==> src/rtl/instr_fetch_unit_pkg.sv <==
// Shared fetch-stage definitions: widths, reset PC, PC step and FSM encoding.
package instr_fetch_unit_pkg;

    localparam int ADDR_W = 16;
    localparam int INST_W = 16;
    localparam logic [ADDR_W-1:0] RESET_PC = 16'h0000;
    localparam int PC_STEP = 2;

    typedef enum logic [1:0] {
        IDLE    = 2'd0,
        REQ     = 2'd1,
        DISCARD = 2'd2
    } fetch_state_e;

endpackage

==> src/rtl/fetch_out_buf.sv <==
// One-entry valid/ready holding register with load, flush and drain.
// Flush wins over load; a drain (valid & ready) empties the entry unless reloaded.
module fetch_out_buf #(
    parameter int DATA_W = 16,
    parameter int ADDR_W = 16
) (
    input  logic              clk,
    input  logic              rst_n,
    input  logic              load,
    input  logic [DATA_W-1:0] load_data,
    input  logic [ADDR_W-1:0] load_pc,
    input  logic              flush,
    input  logic              ready,
    output logic              valid,
    output logic [DATA_W-1:0] data,
    output logic [ADDR_W-1:0] pc
);

    // Entry state: flush clears, load fills, a completed transfer drains.
    always_ff @(posedge clk or negedge rst_n) begin
        if (!rst_n) begin
            valid <= 1'b0;
            data  <= '0;
            pc    <= '0;
        end else if (flush) begin
            // NOTE: sequential state uses <= so every register samples pre-edge values.
            valid <= 1'b0;
        end else if (load) begin
            valid <= 1'b1;
            data  <= load_data;
            pc    <= load_pc;
        end else if (valid && ready) begin
            valid <= 1'b0;
        end
    end

endmodule

==> src/rtl/instr_fetch_unit.sv <==
// Instruction fetch unit: owns the PC, issues one outstanding req/ack read at a
// time, and hands fetched words to the IR stage via a one-entry output buffer.
// Redirects reload the PC and squash any in-flight or buffered instruction.
module instr_fetch_unit #(
    parameter int                ADDR_W   = instr_fetch_unit_pkg::ADDR_W,
    parameter int                INST_W   = instr_fetch_unit_pkg::INST_W,
    parameter logic [ADDR_W-1:0] RESET_PC = instr_fetch_unit_pkg::RESET_PC,
    parameter int                PC_STEP  = instr_fetch_unit_pkg::PC_STEP
) (
    input  logic              clk,
    input  logic              rst_n,
    input  logic              fetch_en,
    output logic              mem_req,
    output logic [ADDR_W-1:0] mem_addr,
    input  logic              mem_ack,
    input  logic [INST_W-1:0] mem_rdata,
    output logic              inst_valid,
    input  logic              inst_ready,
    output logic [INST_W-1:0] inst_out,
    output logic [ADDR_W-1:0] inst_pc,
    input  logic              redirect_valid,
    input  logic [ADDR_W-1:0] redirect_pc
);

    import instr_fetch_unit_pkg::*;

    localparam logic [ADDR_W-1:0] STEP = ADDR_W'(PC_STEP);

    fetch_state_e      state;
    logic [ADDR_W-1:0] pc;
    logic              buf_free;
    logic              buf_load;

    // The buffer can take a new word if it is empty or draining at this edge.
    assign buf_free = !inst_valid || inst_ready;
    // Only an unsquashed ack in REQ delivers an instruction.
    assign buf_load = (state == REQ) && mem_ack && !redirect_valid;

    // Fetch FSM: request issue, handshake hold, and redirect squashing.
    always_ff @(posedge clk or negedge rst_n) begin
        if (!rst_n) begin
            state    <= IDLE;
            pc       <= RESET_PC;
            mem_req  <= 1'b0;
            mem_addr <= RESET_PC;
        end else begin
            case (state)
                IDLE: begin
                    if (redirect_valid) begin
                        pc <= redirect_pc;
                    end else if (fetch_en && buf_free) begin
                        state    <= REQ;
                        mem_req  <= 1'b1;
                        mem_addr <= pc;
                    end
                end
                REQ: begin
                    if (redirect_valid) begin
                        pc <= redirect_pc;
                        if (mem_ack) begin
                            mem_req <= 1'b0;
                            state   <= IDLE;
                        end else begin
                            // The handshake cannot be aborted; wait out the ack.
                            state <= DISCARD;
                        end
                    end else if (mem_ack) begin
                        pc      <= pc + STEP;
                        mem_req <= 1'b0;
                        state   <= IDLE;
                    end
                end
                DISCARD: begin
                    if (redirect_valid) begin
                        pc <= redirect_pc;
                    end
                    if (mem_ack) begin
                        mem_req <= 1'b0;
                        state   <= IDLE;
                    end
                end
                default: begin
                    state   <= IDLE;
                    mem_req <= 1'b0;
                end
            endcase
        end
    end

    fetch_out_buf #(
        .DATA_W (INST_W),
        .ADDR_W (ADDR_W)
    ) u_out_buf (
        .clk       (clk),
        .rst_n     (rst_n),
        .load      (buf_load),
        .load_data (mem_rdata),
        .load_pc   (mem_addr),
        .flush     (redirect_valid),
        .ready     (inst_ready),
        .valid     (inst_valid),
        .data      (inst_out),
        .pc        (inst_pc)
    );

endmodule
==> config.mk <==
export PLATFORM = sky130hd
export DESIGN_NAME = instr_fetch_unit
export DESIGN_NICKNAME = d
export VERILOG_FILES = /design/src/rtl/instr_fetch_unit_pkg.sv /design/src/rtl/fetch_out_buf.sv /design/src/rtl/instr_fetch_unit.sv
export SDC_FILE = /design/constraint.sdc
export NUM_CORES = 1
export LEC_CHECK = 0
export BUFFER_PORTS_ARGS = -buffer_cell sky130_fd_sc_hd__buf_2
export CAP_MARGIN = 20
export CORE_MARGIN = 2
export CORE_UTILIZATION = 45
export CTS_CLUSTER_DIAMETER = 50
export CTS_CLUSTER_SIZE = 20
export DETAILED_ROUTE_END_ITERATION = 7
export PLACE_DENSITY = 0.77
export SYNTH_ARGS = -nofsm -noshare
export SYNTH_HDL_FRONTEND = slang
export SYNTH_SLANG_ARGS = --single-unit
==> constraint.sdc <==
create_clock -name clk -period 2.1 [get_ports clk]
set_clock_uncertainty 0.05 [all_clocks]
set_input_delay 0.42 -clock clk [delete_from_list [all_inputs] [get_ports clk]]
set_output_delay 0.42 -clock clk [all_outputs]
set_load 0.05 [all_outputs]
-- Word-level counts from Yosys, hierarchy flattened
Index checks and enable logic that the tools add are counted.
- multiplexer cells: 17
- eq/ne operators: 7
- add/sub/neg operators: 1
- bitwise operators: 1
- reductions and logical operators: 17
- operator list (kind ; number):
    two-way mux 16 bit ; 3
    one-hot mux 16 bit (2 select lines) ; 1
    adder 16 x 2 -> 16 bit (second input constant) ; 1
    two-way mux 2 bit ; 5
    AND reduction 3 bit ; 3
    two-way mux 1 bit ; 6
    one-hot mux 2 bit (3 select lines) ; 1
    logical AND 1 bit ; 4
    inequality test 2 x 1 -> 1 bit (second input constant) ; 2
    inequality test 2 bit (second input constant) ; 2
    AND reduction 2 bit ; 2
    OR reduction 2 bit ; 2
    inequality test 3 bit (second input constant) ; 1
    nonzero test 3 bit ; 1
    equality test 2 x 1 -> 1 bit (second input constant) ; 1
    equality test 2 bit (second input constant) ; 1
    zero test 1 bit ; 2
    zero test 2 bit ; 1
    one-hot mux 1 bit (2 select lines) ; 1
    nonzero test 2 bit ; 1
    logical OR 1 bit ; 1
    inverter 1 bit ; 1
- output and inout bits: 50
- register bits: 68
- bits of input ports: 38
- word-level logic and storage cells: 50

-- Logic depth before layout (Yosys ltp)
- depth in word-level cells: 6
- gate-level depth with buffers: 9

-- Modules after synthesis
Synthesis repeated with hierarchy kept, for this count alone.
- cells, all modules: 258
- area total of the unflattened synthesis: 3340.7 um^2
- modules (own cells, without submodules) (module ; cells each ; sequential area each (um^2) ; times used ; area each (um^2)):
    instr_fetch_unit ; 185 ; 875.8 ; 1 ; 1941.9
    fetch_out_buf ; 73 ; 825.8 ; 1 ; 1398.8

-- Worst setup path before layout
Ideal clock, no wire load.
- path type: register -> register
- start: reg state[0]
- end: reg pc[14]
- arrival: 2.013 ns
- required time: 1.985 ns
- library setup time: 0.065 ns
- cell stages (with the launch flop): 8
- buffers on the path: 1
- setup slack: -0.028 ns
- cell sequence: dfrtp_1 inv_1 ha_1 clkbuf_1 or3_1 o41a_1 a2111oi_2 a211o_1
- longest elaborated chain between the ends: 4
- elaborated cells on any way between the ends: 9
- classes of those cells: 4 x eq/ne; 1 x mux; 4 x reduce/logical
- ends and longest elaborated chain (element ; RTL line ; text):
    from (decl) ; instr_fetch_unit.sv:29 ; fetch_state_e state;
    from (signal assigned) ; instr_fetch_unit.sv:42 ; state <= IDLE;
    from (signal assigned) ; instr_fetch_unit.sv:52 ; state <= REQ;
    from (signal assigned) ; instr_fetch_unit.sv:62 ; state <= IDLE;
    equality test 2 bit / zero test 2 bit (equally long branches) ; instr_fetch_unit.sv:47 ; case (state)
    OR reduction 2 bit (no source line) ; - ;
    inequality test 2 x 1 -> 1 bit (no source line) / nonzero test 2 bit (equally long branches) ; - ;
    AND reduction 3 bit (no source line) ; - ;
    to (signal assigned) ; instr_fetch_unit.sv:50 ; pc <= redirect_pc;
    to (signal assigned) ; instr_fetch_unit.sv:59 ; pc <= redirect_pc;
    to (signal assigned) ; instr_fetch_unit.sv:68 ; pc <= pc + STEP;
    to (decl) ; instr_fetch_unit.sv:30 ; logic [ADDR_W-1:0] pc;
Parallel ways exist; a longest one is shown, timed or not.
A chain may end at the register's enable or synchronous reset.

-- Final worst setup path
- start: reg pc[2]
- end: reg pc[15]
- longest elaborated chain between the ends: 4
- ends and longest elaborated chain (element ; RTL line ; text):
    adder 16 x 2 -> 16 bit ; instr_fetch_unit.sv:68 ;
    two-way mux 16 bit ; instr_fetch_unit.sv:67 ; end else if (mem_ack) begin
    two-way mux 16 bit ; instr_fetch_unit.sv:58 ; if (redirect_valid) begin
    one-hot mux 16 bit (2 select lines) ; instr_fetch_unit.sv:47 ;
Every way passes these cells. The select of a mux whose other input is x is not followed.

==> results.md <==
- The full die area is between 7000 and 8000 sq um.
- The switching power total is ~3.6 mW.
- The initial core utilization is 0.463.
- The maximum vdd drop is 0.732 mV.
- The initial antenna violation count is 0.
- From bottom edge to top edge, the die measures 87.6 um.
- STA classifies the critical path startpoint as a flop.
- The post-CTS clock slew at the launch and capture registers of the worst setup and hold paths is 70 ps.
- Once detailed placement completed, the half-perimeter wirelength came to 5050 um.
- Once detail routing completed, the nets flagged for antenna violations numbered 0.
- Setup total negative slack on the finished layout was measured at 0 ps.
- After detailed routing, the average wire length per cell comes to 15.1 um.
- The share of total power dissipated in sequential elements is 0.329.
- Max-cap violations in this run came to 0.
- Clock tree synthesis found a total of a little under 70 sinks.
- After floorplanning, the core was sized to cover between 6000 and 7000 sq um.
- The setup check on the worst reg-to-reg path leaves a slack of 100 ps.
- In this run, the number of DRC markers left after iteration 0 of detailed routing was between 150 and 200.
- For the worst setup path, the data required time is between 2000 and 2500 ps.
- The switching portion of total power is 0.481.
- For this run, the top clock speed supported by timing is 0.499 GHz.
- Counting cells, the worst reg-to-reg path comes to 5.
- In this run the number of H-tree levels came out at 3.
- Following the worst setup path forward leads to its endpoint at pc[15].
- The cell count after synthesis came out at around 260.
- At the pin with the least slew margin, the transition time is approximately 450 ps.
- The most frequent standard cell in the layout excluding fill and tap cells is sky130_fd_sc_hd__buf_2.
- The count of buffers added on input and output ports is just under 90.
- The adder and majority cell fraction of the synthesized area is 0.0238.
- The kind of path behind the tightest hold check is in2async.
- In the global route stage, overall resource usage came out at 0.187.
- The share of synthesized area spent on multiplexers is 0.182.
- Of the total synthesized cell area, the portion taken by XOR and XNOR cells is 0.
- Entering global routing, the biggest net connects 44 pins.
- Synthesis produced a netlist with a net count of ~310.
- The most critical setup path has its startpoint at pc[2].
- The worst hold slack is roughly 8.2 ps.
- The static power due to leakage is ~1.9 nW.
- The clock tree buffer depth is 2.
- The antenna diode instance count is 0.
- The number of standard-cell rows in the floorplan is 30.
- The number of iterations in the first detailed-routing pass is 4.
- The synthesized netlist occupies a cell area of 3150 sq um.
- The total of flip-flops plus latches after synthesis is between 60 and 70.
- The largest fanout of any net on the critical path is 6.
- The endpoint of the most critical register-to-register path is pc[15].
- The part of the total power dissipated in the clock network is 0.161.
- Clock tree synthesis inserted a total of 9 buffers.
- Setup repair after global routing left no endpoint under its margin.
- The internal portion of the total power is about 3.9 mW.
- The average via count per standard cell is around 5.5.
- After layout, the minimum clock period comes to 2000 ps.
- The final cycle utilization of the critical path is 0.954.
- Power spread over the standard cell area amounts to 1860 nW/um^2.
- The share of the Yosys chip area taken by registers is 0.541.
- The number of global-route vias before repair is 2402.
- The yosys synthesis warning count is 0.
- The startpoint of the worst-slack reg-to-reg timing path is pc[2].
- The number of placed instances, taps included is ~440.
- The count of cells in the finished layout, fillers not included, comes to roughly 460.
- Measured against its own limit, the worst slew margin works out to 0.699.
- A synthesized cell averages roughly 12 sq um.
- The data arrival time of the critical path is approximately 2200 ps.
- Setup violations remaining at the end of the flow were counted as 0.
- The number of vias after detailed routing is ~2500.
- The number of hold-slack violations in the final timing report was 0.
- The number of unique standard cell types used by synthesis is 43.
- The number of max-slew violations in the final report is 0.
- Measured on the finished design, the core utilization comes to 0.591.
- After detailed routing, the number of remaining DRC violations is 0.
- In the final layout, the share of cells above drive strength 1 is 0.478.
- After synthesis, the largest family of logic cells by area is multiplexers.
- The root buffer selected by CTS is sky130_fd_sc_hd__clkbuf_8.
- The die width is just under 90 um.
- The critical path in this run is classified as reg2reg.
- The compound-cell area share of the yosys netlist came to 0.125.
- The total wirelength of the detailed-routed design is slightly below 7000 um.
- The simple-gate share of the synthesized area is 0.101.
- The post-synthesis to final-layout area growth is 27.5%.
- The worst-skew pair later-pin latency is ~340 ps.
- For this run, the post-layout net count is ~400.
- The flow ran to the end, and the final reports show no timing, DRC or antenna violations.
- The congestion estimate from routability-driven global placement came to slightly above 0.9.
- The share of total power dissipated in combinational logic is 0.509.
- The clock tree from TritonCTS is done.
- The global route total overflow is 0.
- The first global-routing pass estimated 11200 um of wire.
- STA classifies the critical path endpoint as a flop.
- For this design the top-level I/O count stands at 88.
- In the layout the commonest cells are 87 x sky130_fd_sc_hd__buf_2, 67 x sky130_fd_sc_hd__dfrtp_1, 50 x sky130_fd_sc_hd__mux2_2.
[routing by layer]
metal	up-vias	track usage	wire, um
met2	106	0.300	3380
met5	-	0	0
met4	0	0.0825	119
li1	1173	-	-
met3	12	0.0396	441
met1	1219	0.247	2970
[worst max-delay path: stages, from the launching register on]
cell                       delay, ps
sky130_fd_sc_hd__dfrtp_1         420
sky130_fd_sc_hd__ha_1            240
sky130_fd_sc_hd__nand3_1         200
sky130_fd_sc_hd__or4_1           570
sky130_fd_sc_hd__a2111o_1        390
sky130_fd_sc_hd__nand3_1          80
[stage by stage]
step,cell area [sq um],total power [mW],setup slack [ps]
after floorplan,3150,5.29,14.3
after global placement,3790,6.17,167
after detailed placement,3790,6.29,103
after CTS,4010,7.49,80.6
after global routing,4010,7.85,27.1
final,4010,7.45,96.2
[power groups by stage]
stage	sequential [mW]	clock, mW	combinational, mW
after global routing	2.54	1.28	4.03
after floorplan	4.03	0	1.25
final	2.45	1.20	3.80
after detailed placement	2.47	0	3.81
after CTS	2.44	1.23	3.82
after global placement	2.43	0	3.74
[repair_timing]
item	4_1_cts	5_1_grt
buffers inserted	0	0
hold buffers	0	0
gates resized for setup	0	1
setup endpoints to repair	0	2
hold endpoints to repair	0	0
[flip-flops by register name, indices dropped and copies added (netlist names)]
register / flops
state: 2
u_out_buf.data: 16
pc: 16
u_out_buf.valid: 1
u_out_buf.pc: 16
mem_req: 1
mem_addr: 16
[worst min path at each step]
stage | from | to | slack (ps)
after floorplan | rst_n | mem_addr[0] | 70
after global placement | rst_n | u_out_buf.pc[11] | 370
after detailed placement | rst_n | u_out_buf.pc[12] | 370
after CTS | rst_n | u_out_buf.data[4] | 2
after global routing | rst_n | u_out_buf.pc[12] | 10
final | rst_n | u_out_buf.pc[12] | 8
[synth_stat cells]
master	instances	area (sq um)
sky130_fd_sc_hd__o31ai_1	3	22.5
sky130_fd_sc_hd__clkbuf_1	9	33.8
sky130_fd_sc_hd__or4_1	2	15.0
sky130_fd_sc_hd__and3_1	2	12.5
sky130_fd_sc_hd__nand4_1	5	31.3
sky130_fd_sc_hd__o21ai_0	11	55.1
sky130_fd_sc_hd__or3_1	2	12.5
sky130_fd_sc_hd__inv_1	4	15.0
sky130_fd_sc_hd__o22ai_1	4	25.0
sky130_fd_sc_hd__nand2b_1	4	25.0
sky130_fd_sc_hd__o41a_1	1	11.3
sky130_fd_sc_hd__and4_1	2	17.5
sky130_fd_sc_hd__o211ai_1	5	37.5
sky130_fd_sc_hd__nor3_1	7	35.0
sky130_fd_sc_hd__a211o_1	2	17.5
sky130_fd_sc_hd__a22oi_1	2	15.0
sky130_fd_sc_hd__nor2b_1	1	6.26
sky130_fd_sc_hd__buf_6	1	11.3
sky130_fd_sc_hd__nand2_1	12	45.0
sky130_fd_sc_hd__a2111o_1	1	11.3
sky130_fd_sc_hd__ha_1	6	75.1
sky130_fd_sc_hd__nor2_1	10	37.5
sky130_fd_sc_hd__o22a_1	1	8.76
sky130_fd_sc_hd__a211oi_1	6	45.0
sky130_fd_sc_hd__mux2i_1	1	10.0
sky130_fd_sc_hd__nand3_1	7	35.0
sky130_fd_sc_hd__a31oi_1	1	6.26
sky130_fd_sc_hd__a2bb2oi_1	6	52.6
sky130_fd_sc_hd__nor4_1	4	25.0
sky130_fd_sc_hd__and2_1	1	6.26
sky130_fd_sc_hd__o21a_1	1	7.51
sky130_fd_sc_hd__a2111oi_2	1	15.0
sky130_fd_sc_hd__buf_1	3	11.3
sky130_fd_sc_hd__clkbuf_2	1	5.00
sky130_fd_sc_hd__or2_2	1	6.26
sky130_fd_sc_hd__buf_2	2	10.0
sky130_fd_sc_hd__o311a_1	1	10.0
sky130_fd_sc_hd__mux2_2	50	563
sky130_fd_sc_hd__dfrtp_1	68	1700
sky130_fd_sc_hd__a21oi_1	7	35.0
sky130_fd_sc_hd__a21oi_2	1	8.76
sky130_fd_sc_hd__a41oi_1	1	8.76
sky130_fd_sc_hd__and3b_1	1	8.76
[cell families after synthesis]
family / count (synthesis)
flops: 68
simple gates: 61
compound gates: 55
mux: 51
buf+inv: 20
fa+ha+maj: 6
[final cells by class]
class	instances	area, sq um
fill	558	2780
clock inverter	4	72.6
multi-input combinational	173	1370
tap	96	120
clock buffer	11	151
timing repair buffer	102	586
sequential	68	1700
inverter	4	15.0
(Power assumes the default switching activity.)
